--- src/rtl/sl_tx_scheduler_if.sv ---
// Register-bus bundle between sl_tx_scheduler (master) and one SlTransmitter (slave).
// tx_d_out bit 16 carries the transmitter busy flag.
interface sl_tx_scheduler_if;
    logic [31:0] tx_d_in;
    logic        tx_addr;
    logic        tx_wr_en;
    logic [31:0] tx_d_out;

    modport master (
        output tx_d_in,
        output tx_addr,
        output tx_wr_en,
        input  tx_d_out
    );

    modport slave (
        input  tx_d_in,
        input  tx_addr,
        input  tx_wr_en,
        output tx_d_out
    );
endinterface

--- src/rtl/sl_tx_scheduler.sv ---
// Round-robin scheduler sharing one SL transmitter among NUM_REQ requesters.
// Optional watchdog with transmitter abort in WAIT_DONE: define SL_SCHED_TIMEOUT_EN.
module sl_tx_scheduler #(
    parameter int NUM_REQ        = 4,
    parameter int START_WAIT     = 8,
    parameter int TIMEOUT_CYCLES = 65535
) (
    input  logic                   clk,
    input  logic                   rst,
    input  logic [NUM_REQ-1:0]     req_i,
    input  logic [32*NUM_REQ-1:0]  req_data_i,
    input  logic [6*NUM_REQ-1:0]   req_len_i,
    input  logic [3*NUM_REQ-1:0]   req_freq_i,
    output logic [NUM_REQ-1:0]     ack_o,
    output logic                   err_o,
    output logic                   busy_o,
    output logic [2:0]             grant_id_o,
    sl_tx_scheduler_if.master      tx
);

    typedef enum logic [3:0] {
        S_IDLE, S_ARB, S_CFG, S_DATA, S_WAIT_START,
        S_WAIT_DONE, S_DONE, S_REJECT, S_ABORT
    } state_t;

    state_t      state_q, state_d;
    logic [2:0]  ptr_q, ptr_d;
    logic [2:0]  win_q, win_d;
    logic [31:0] data_q, data_d;
    logic [5:0]  len_q, len_d;
    logic [2:0]  freq_q, freq_d;
    logic [15:0] cnt_q, cnt_d;
    logic        terr_q, terr_d;

    logic        arb_found;
    logic [2:0]  arb_idx;
    int          arb_j;
    logic [5:0]  arb_len;
    logic        arb_len_bad;
    logic        tx_busy;
    logic        unused_ok;

    assign tx_busy    = tx.tx_d_out[16];
    assign busy_o     = (state_q != S_IDLE);
    assign grant_id_o = win_q;

`ifdef SL_SCHED_TIMEOUT_EN
    assign unused_ok = ^{tx.tx_d_out[31:17], tx.tx_d_out[15:0]};
`else
    assign unused_ok = ^{tx.tx_d_out[31:17], tx.tx_d_out[15:0], 32'(TIMEOUT_CYCLES)};
`endif

    // Round-robin search: first pending requester at or after the pointer.
    always_comb begin
        arb_found = 1'b0;
        arb_idx   = '0;
        arb_j     = 0;
        for (int i = 0; i < NUM_REQ; i++) begin
            arb_j = int'(ptr_q) + i;
            if (arb_j >= NUM_REQ) arb_j = arb_j - NUM_REQ;
            if (!arb_found && req_i[arb_j]) begin
                arb_found = 1'b1;
                arb_idx   = 3'(arb_j);
            end
        end
    end

    assign arb_len     = req_len_i[6*int'(arb_idx) +: 6];
    assign arb_len_bad = arb_len[0] || (arb_len < 6'd8) || (arb_len > 6'd32);

    always_comb begin
        // NOTE: every signal written here is defaulted first, so no path leaves one unassigned and no latch is inferred.
        state_d     = state_q;
        ptr_d       = ptr_q;
        win_d       = win_q;
        data_d      = data_q;
        len_d       = len_q;
        freq_d      = freq_q;
        cnt_d       = cnt_q;
        terr_d      = terr_q;
        tx.tx_wr_en = 1'b0;
        tx.tx_addr  = 1'b0;
        tx.tx_d_in  = '0;
        ack_o       = '0;
        err_o       = 1'b0;

        unique case (state_q)
            S_IDLE: if (|req_i) state_d = S_ARB;
            S_ARB: begin
                // A request dropped before this cycle is simply not found.
                if (arb_found) begin
                    win_d   = arb_idx;
                    data_d  = req_data_i[32*int'(arb_idx) +: 32];
                    len_d   = arb_len;
                    freq_d  = req_freq_i[3*int'(arb_idx) +: 3];
                    state_d = arb_len_bad ? S_REJECT : S_CFG;
                end else begin
                    state_d = S_IDLE;
                end
            end
            S_CFG: begin
                tx.tx_wr_en = 1'b1;
                tx.tx_addr  = 1'b1;
                tx.tx_d_in  = {22'b0, freq_q, 1'b0, len_q};
                state_d     = S_DATA;
            end
            S_DATA: begin
                tx.tx_wr_en = 1'b1;
                tx.tx_d_in  = (len_q == 6'd32) ? data_q
                                               : (data_q & ((32'd1 << len_q) - 32'd1));
                cnt_d       = '0;
                state_d     = S_WAIT_START;
            end
            S_WAIT_START: begin
                tx.tx_addr = 1'b1;
                if (tx_busy) begin
                    cnt_d   = '0;
                    state_d = S_WAIT_DONE;
                end else if (cnt_q == 16'(START_WAIT - 1)) begin
                    // The word may already have left the line before the first poll.
                    state_d = S_DONE;
                end else begin
                    cnt_d = cnt_q + 16'd1;
                end
            end
            S_WAIT_DONE: begin
                tx.tx_addr = 1'b1;
                if (!tx_busy) begin
                    state_d = S_DONE;
`ifdef SL_SCHED_TIMEOUT_EN
                end else if (cnt_q == 16'(TIMEOUT_CYCLES - 1)) begin
                    state_d = S_ABORT;
                end else begin
                    cnt_d = cnt_q + 16'd1;
`endif
                end
            end
`ifdef SL_SCHED_TIMEOUT_EN
            S_ABORT: begin
                tx.tx_wr_en = 1'b1;
                tx.tx_addr  = 1'b1;
                tx.tx_d_in  = {22'b0, freq_q, 1'b0, 6'd0};
                terr_d      = 1'b1;
                state_d     = S_DONE;
            end
`endif
            S_DONE: begin
                ack_o   = NUM_REQ'(1) << win_q;
`ifdef SL_SCHED_TIMEOUT_EN
                err_o   = terr_q;
`endif
                terr_d  = 1'b0;
                ptr_d   = (int'(win_q) == NUM_REQ - 1) ? 3'd0 : win_q + 3'd1;
                state_d = S_IDLE;
            end
            S_REJECT: begin
                ack_o   = NUM_REQ'(1) << win_q;
                err_o   = 1'b1;
                ptr_d   = (int'(win_q) == NUM_REQ - 1) ? 3'd0 : win_q + 3'd1;
                state_d = S_IDLE;
            end
            default: state_d = S_IDLE;
        endcase
    end

    always_ff @(posedge clk or posedge rst) begin
        if (rst) begin
            state_q <= S_IDLE;
            ptr_q   <= '0;
            win_q   <= '0;
            data_q  <= '0;
            len_q   <= '0;
            freq_q  <= '0;
            cnt_q   <= '0;
            terr_q  <= 1'b0;
        end else begin
            // NOTE: non-blocking assignments keep every register sampling the pre-edge values.
            state_q <= state_d;
            ptr_q   <= ptr_d;
            win_q   <= win_d;
            data_q  <= data_d;
            len_q   <= len_d;
            freq_q  <= freq_d;
            cnt_q   <= cnt_d;
            terr_q  <= terr_d;
        end
    end

endmodule

--- src/flat_wrapper.sv ---
// flat-port wrapper written by rule: the top's interface ports become plain ports
module sl_tx_scheduler_flat 
#(
    parameter int NUM_REQ        = 4,
    parameter int START_WAIT     = 8,
    parameter int TIMEOUT_CYCLES = 65535
)
  (clk, rst, req_i, req_data_i, req_len_i, req_freq_i, ack_o, err_o, busy_o, grant_id_o, tx_tx_d_in, tx_tx_addr, tx_tx_wr_en, tx_tx_d_out);
  sl_tx_scheduler_if tx_i ();
  input  logic clk;
  input  logic rst;
  input  logic [NUM_REQ-1:0] req_i;
  input  logic [32*NUM_REQ-1:0] req_data_i;
  input  logic [6*NUM_REQ-1:0] req_len_i;
  input  logic [3*NUM_REQ-1:0] req_freq_i;
  output logic [NUM_REQ-1:0] ack_o;
  output logic err_o;
  output logic busy_o;
  output logic [2:0] grant_id_o;
  output wire logic [$bits(tx_i.tx_d_in)-1:0] tx_tx_d_in;
  output wire logic [$bits(tx_i.tx_addr)-1:0] tx_tx_addr;
  output wire logic [$bits(tx_i.tx_wr_en)-1:0] tx_tx_wr_en;
  input wire logic [$bits(tx_i.tx_d_out)-1:0] tx_tx_d_out;
  assign tx_tx_d_in = tx_i.tx_d_in;
  assign tx_tx_addr = tx_i.tx_addr;
  assign tx_tx_wr_en = tx_i.tx_wr_en;
  assign tx_i.tx_d_out = tx_tx_d_out;
  sl_tx_scheduler #(.NUM_REQ(NUM_REQ), .START_WAIT(START_WAIT), .TIMEOUT_CYCLES(TIMEOUT_CYCLES)) u_core (.clk(clk), .rst(rst), .req_i(req_i), .req_data_i(req_data_i), .req_len_i(req_len_i), .req_freq_i(req_freq_i), .ack_o(ack_o), .err_o(err_o), .busy_o(busy_o), .grant_id_o(grant_id_o), .tx(tx_i));
endmodule
--- config.mk ---
export PLATFORM = sky130hd
export DESIGN_NAME = sl_tx_scheduler_flat
export DESIGN_NICKNAME = d
export VERILOG_FILES = /design/src/rtl/sl_tx_scheduler_if.sv /design/src/rtl/sl_tx_scheduler.sv /design/src/flat_wrapper.sv
export SDC_FILE = /design/constraint.sdc
export NUM_CORES = 1
export LEC_CHECK = 0
export ABC_AREA = 1
export CAP_MARGIN = 20
export CORE_ASPECT_RATIO = 0.9
export CORE_UTILIZATION = 44
export CTS_CLUSTER_SIZE = 40
export DETAILED_ROUTE_END_ITERATION = 16
export HOLD_SLACK_MARGIN = 0.05
export PLACE_DENSITY = 0.82
export SETUP_SLACK_MARGIN = 0.4
export SYNTH_ARGS = -nofsm -noshare
export SYNTH_HDL_FRONTEND = slang
export SYNTH_SLANG_ARGS = --single-unit
export TNS_END_PERCENT = 20
--- constraint.sdc ---
create_clock -name clk -period 3.3 [get_ports clk]
set_clock_uncertainty 0.15 [all_clocks]
set_input_delay 0.66 -clock clk [delete_from_list [all_inputs] [get_ports clk]]
set_output_delay 0.66 -clock clk [all_outputs]
set_load 0.02 [all_outputs]
==> results of run 1 <==
## area by class of cell
type,instances,area (um^2)
repair buffers,323,3050
well taps,164,205
multi-input cells,686,4030
clock buffers,10,239
inverters,107,419
fillers,961,3200
flip-flops and latches,66,1660
clock inverters,6,42.5
## where the power goes
part	internal, mW	leakage [nW]	switching, mW	total [mW]
combinational	3.41	3.56	5.18	8.59
sequential	1.14	0.837	0.270	1.41
clock	0.529	0.134	0.380	0.909
total	5.08	4.53	5.83	10.9
## layout by cell type, fill, tap and decap left out, types with 9 or more instances in the layout
master | synthesis | layout
buf_4 | 2 | 111
ha_1 | 13 | 11
o32ai_1 | 19 | 16
nand4_1 | 12 | 12
dfrtp_1 | 66 | 60
nor2_2 | 6 | 15
nor3_2 | 4 | 10
a21oi_1 | 23 | 19
inv_2 | 16 | 23
nand2_2 | 7 | 18
o21ai_1 | 5 | 9
nand3_2 | 7 | 17
o21ai_0 | 59 | 54
clkbuf_16 | 0 | 10
nand2_1 | 240 | 228
clkdlybuf4s50_1 | 0 | 175
a32o_1 | 19 | 19
nand3_1 | 97 | 83
nor2_1 | 99 | 82
nor3_1 | 22 | 11
inv_1 | 90 | 77
buf_6 | 5 | 11
nor3_4 | 4 | 9
## state kept, by name (all words and copies together) (netlist names)
register           cells
u_core.data_q         32
u_core.len_q           6
u_core.ptr_q           3
u_core.state_q         3
u_core.cnt_q          16
u_core.grant_id_o      3
u_core.freq_q          3
## repair_timing
action,4_1_cts,5_1_grt
buffers inserted,6,12
setup endpoints to repair,40,68
gates resized for setup,157,96
cloned,0,1
pin swaps,14,34
## stage by stage
step / util [%] / power, mW / TNS, ns / setup slack (ns)
after floorplan: - / 6.09 / 0 / 0.383
after global placement: 68.3 / 8.62 / -0.529 / -0.180
after detailed placement: 68.3 / 8.70 / -0.466 / -0.134
after CTS: 71.9 / 9.99 / -0.222 / -0.0716
after global routing: 75.1 / 11.7 / -3.25 / -0.368
final: 75.1 / 10.9 / -2.32 / -0.301
## metal layers
layer	routed length, um	global-route usage [%]	vias to the layer above
met5	0	0	-
met4	807	10.3	0
met3	2000	7.07	68
met2	11500	53.9	409
met1	9620	43.5	3576
li1	-	-	3599
## final timing paths
check	slack [ns]	end	depth (start not counted)	from
max in group asynchronous	1.87	u_core.len_q[4]$_DFFE_PP0P_	3	rst
worst min register to register	0.36	u_core.data_q[8]$_DFFE_PP0P_	1	u_core.data_q[8]$_DFFE_PP0P_
worst min-delay path	0.36	u_core.data_q[8]$_DFFE_PP0P_	1	u_core.data_q[8]$_DFFE_PP0P_
worst max register to register	0.45	u_core.state_q[0]$_DFFE_PP0P_	18	u_core.ptr_q[1]$_DFFE_PP0P_
min in group asynchronous	0.51	u_core.data_q[13]$_DFFE_PP0P_	2	rst
worst max-delay path	-0.30	tx_tx_d_in[28]	14	u_core.len_q[3]$_DFFE_PP0P_
## cell families after synthesis
kind of cell	Yosys count	synth area share [%]
compound gates	147	16.3
xor+xnor	10	1.49
fa+ha+maj	13	2.77
buf+inv	151	10.9
flops	66	28.1
simple gates	516	40.4
==> qor.yml, run 1 <==
fin_crit_sh_pct: 109
grt_pass1_wl_mm: 35.6
antenna_found_initial: 0
fin_area_mm2: 0.00964
drt_wl_total_mm: 23.9
cts.hold.buffers_added: 0
fp.dieArea_mm2: 0.0138
hpwlAfterDp_mm: 17.1
via_count: 7652
path_cells: "buf_4, buf_6, nor2_1, nand2_1, nand2_1, nor2_1, nand4_1, nor3_4, nand2_2, nor3_4, buf_6, xor2_4, a21oi_2, buf_4"
cp_num_buf_inv: 4
violations: "setup timing"
via_per_inst: 5.62
worstSetupEndpointType: "primary output"
worst_path_largest_cell_delay_ns: 0.44
crit_path_start_kind: "flop"
crit_arrival_ns: 2.79
cts.path.max_buffers: 2
p_per_area_mw_per_mm2: 1130
htreeDepth: 3
peakVddDrop_uv: 683
synthArstFlopShare_pct: 100
synth_cells: 903
yosysWarnings: 0
synth_cell_types: 43
synth_ff_type: "dfrtp_1"
place_inst: 1327
dr.pass1.iters: 5
yosys.area.top_type: "dfrtp_1"
tightestPinTransition_ns: 0.611
syn_nets: 1118
start_util_pct: 45.7
p_leak_nw: 4.53
maxSlewHeadroom_pct: 59.2
hold_viol: 0
fin_ws_ns: -0.301
wire_per_inst_um: 17.6
hold_ws_ns: 0.358
num_antenna_cells: 0
track_usage_pct: 33.1
period_needed_ns: 3.60
place_area_mm2: 0.00876
seq_area_frac_synth_pct: 28.1
ioPinCount: 245
fin_cells: 1362
slowest_stage: "dfrtp_1"
synth_area_leaders: "dfrtp_1 (28%), nand2_1 (15%), nand3_1 (8.3%)"
die_h_um: 112
synth_top_area_share_pct: 28.1
synthTopCellsByCount: "nand2_1 (240), nor2_1 (99), nand3_1 (97)"
syn_to_final_growth_pct: 64.2
rows: 39
yosysMostFrequentCell: "nand2_1"
maxCapViolCount: 0
path_class: "flop to primary output"
ys_ff_latch: 66
grt_pass1_vias: 7133
outcome: "finished with violations"
setup_viol: 13
required_ns: 2.49
fmax_mhz: 278
drc: 0
crit_fanout: 6
cts.clk_slew.worst_paths_ns: 0.06
cts_buffers: 9
cts_root_buf: "clkbuf_16"
io_buffer_count: 213
first_iter_violations: 753
postRouteAntennaNets: 0
syn_area_mm2: 0.00587
min_path_type: "flop to flop"
die_w_um: 124
coreArea_mm2: 0.0128
rsz0062_at_grt: "true"
crit_family: "simple AND/OR/NAND/NOR gates"
clock-sinks: 66
fin_nets: 1408
cts_tree: "built"
syn_avg_cell_area_um2: 6.50
clock_latency_ns: 0.33
grt_max_degree: 57
gp_congestion: 0.912
grt.overflow.total: 0
synth_edf_count: 0
drv_slew: 0
drive_gt1_share_pct: 24.7
No activity file was read; power rests on OpenSTA's default activity.
==> inputs of run 2 (changes only) <==
==> constraint.sdc (replaced) <==
create_clock -name clk -period 3.3 [get_ports clk]
set_clock_uncertainty 0.15 [all_clocks]
set_input_delay 0.66 -clock clk [delete_from_list [all_inputs] [get_ports clk]]
set_output_delay 0.66 -clock clk [all_outputs]
set_load 0.05 [all_outputs]
==> run 2 against run 1 <==
The run still ends with setup timing left. Maximum frequency down 0.86%. Total power up 2.4%. Count of clock-buffer cells in the layout unchanged. Global-route usage down 0.30 points. Clock power about the same. Final cell count down 2.6%. Critical endpoint is now tx_tx_d_in[26].
==> qor.yml, run 2 (synthesized netlist as in run 1, its figures left out) <==
outcome: "finished with violations"
violations: "setup timing"
maxCapViolCount: 0
worstSetupEndpointType: "primary output"
gp_congestion: 0.963
regArea_mm2: 0.00166
rows: 39
fin_crit_sh_pct: 110
htreeDepth: 3
track_usage_pct: 32.8
drt_wl_total_mm: 23.3
crit_path_start_kind: "flop"
fp.dieArea_mm2: 0.0138
cts.clk_slew.worst_paths_ns: 0.06
regMostFlops: "u_core.data_q"
cp_num_buf_inv: 3
clock_latency_ns: 0.33
hold_viol: 0
peakVddDrop_uv: 897
wire_per_inst_um: 17.6
cts.path.max_buffers: 2
largest_register_ffs: 32
clock-sinks: 66
io_buffer_count: 213
dr.pass1.iters: 6
grt.overflow.total: 0
hpwlAfterDp_mm: 16.4
cts_buffers: 9
p_per_area_mw_per_mm2: 1150
first_iter_violations: 650
rsz0062_at_grt: "true"
cts_tree: "built"
crit_family: "simple AND/OR/NAND/NOR gates"
cts.hold.buffers_added: 0
dpl_worst_slack_ns: -0.0290
drv_slew: 0
final_common_cell: "nand2_1"
ioPinCount: 245
crit_arrival_ns: 2.82
maxSlewHeadroom_pct: 54.5
path_cells: "clkinv_4, nand3_2, nor2_1, nand2_1, nand2_2, nor3_2, nand3_2, nor3_4, nand2_2, buf_6, o21ai_2, a31oi_2, nor3_4, buf_12"
setup_viol: 16
fin_nets: 1372
hold_ws_ns: 0.359
layout_common_cells: "nand2_1 (224), clkdlybuf4s50_1 (174), nand3_1 (86), nor2_1 (81), inv_1 (76)"
required_ns: 2.49
min_path_type: "flop to flop"
via_per_inst: 5.69
start_util_pct: 45.7
p_leak_nw: 4.45
path_class: "flop to primary output"
via_count: 7551
fin_cells: 1326
fmax_mhz: 275
drc: 0
grt_pass1_wl_mm: 35.1
grt_max_degree: 57
place_inst: 1273
fill_cells: 888
multi_input_area_mm2: 0.00411
die_h_um: 112
cts_root_buf: "clkbuf_16"
fin_util_pct: 76.0
drive_gt1_share_pct: 23.8
worst_path_largest_cell_delay_ns: 0.41
num_antenna_cells: 0
top_regs: "u_core.data_q x32, u_core.cnt_q x16, u_core.len_q x6"
die_w_um: 124
syn_to_final_growth_pct: 66.2
tightestPinTransition_ns: 0.681
period_needed_ns: 3.63
postRouteAntennaNets: 0
coreArea_mm2: 0.0128
grt_pass1_vias: 6971
slowest_stage: "dfrtp_2"
antenna_found_initial: 0
crit_fanout: 7
fin_ws_ns: -0.332
[run 2: changes by cell type in the layout (fill, tap and decap cells not counted), sizes merged]
cell | previous run | this run
buf | 135 | 104
bufbuf | 0 | 1
dlymetal6s2s | 6 | 5
clkinv | 4 | 3
clkinvlp | 2 | 3
dlygate4sd2 | 4 | 1
clkdlybuf4s50 | 175 | 174
inv | 107 | 108
clkdlybuf4s15 | 2 | 0
[run 2: worst reg2reg max path: cells and delay by family, from the launching register on]
kind	cells	cell delay, ns
AND/OR/NAND/NOR	13	1.15
buffers and inverters	4	0.49
flip-flops	1	0.45
adder cells (fa/ha/maj)	1	0.31
AO/OA/AOI/OAI	1	0.13
[run 2: what timing repair did]
item | in CTS | in global routing
gates resized for setup | 63 | 66
buffers inserted | 25 | 10
setup endpoints to repair | 37 | 49
gates cloned | 2 | 0
pin swaps | 29 | 30
[run 2: final cells by class]
cell class | count | area share, %
Inverter | 107 | 4.40
Multi-Input combinational cell | 686 | 42.1
Timing Repair Buffer | 286 | 31.4
Sequential cell | 66 | 17.0
Clock inverter | 6 | 0.423
Timing Repair inverter | 1 | 0.0641
Clock buffer | 10 | 2.45
Tap cell | 164 | 2.10
[run 2: power breakdown]
part           leakage [nW]  switching, mW  internal [mW]
clock                 0.131          0.379          0.528
sequential            0.836          0.319           1.14
combinational          3.48           5.44           3.37
total                  4.45           6.14           5.04
[run 2: final timing paths]
| path | depth (start not counted) | slack, ns | from | end |
|---|---|---|---|---|
| max in group asynchronous | 3 | 1.77 | rst | u_core.ptr_q[1]$_DFFE_PP0P_ |
| worst max-delay path | 14 | -0.33 | u_core.len_q[2]$_DFFE_PP0P_ | tx_tx_d_in[26] |
| worst max register to register | 19 | 0.57 | u_core.ptr_q[1]$_DFFE_PP0P_ | u_core.state_q[0]$_DFFE_PP0P_ |
| min in group asynchronous | 2 | 0.59 | rst | u_core.data_q[18]$_DFFE_PP0P_ |
| worst min-delay path | 1 | 0.36 | u_core.cnt_q[0]$_DFFE_PP0P_ | u_core.cnt_q[0]$_DFFE_PP0P_ |
| worst min register to register | 1 | 0.36 | u_core.cnt_q[0]$_DFFE_PP0P_ | u_core.cnt_q[0]$_DFFE_PP0P_ |
[run 2: per-layer routing]
| metal | vias up | track usage (%) | wire length [um] |
|---|---|---|---|
| met4 | 0 | 12.4 | 1080 |
| met1 | 3494 | 43.2 | 9240 |
| met3 | 89 | 5.99 | 1790 |
| met2 | 442 | 53.0 | 11200 |
| li1 | 3526 | - | - |
| met5 | - | 0 | 0 |
[run 2: per-stage QoR]
stage                     setup TNS, ns  area [um^2]  total power [mW]
after floorplan                       0         6040              6.59
after global placement                0         8730              8.76
after detailed placement        -0.0290         8730              8.84
after CTS                        -0.140         9420              10.3
after global routing              -4.13         9760              11.9
final                             -2.47         9760              11.2
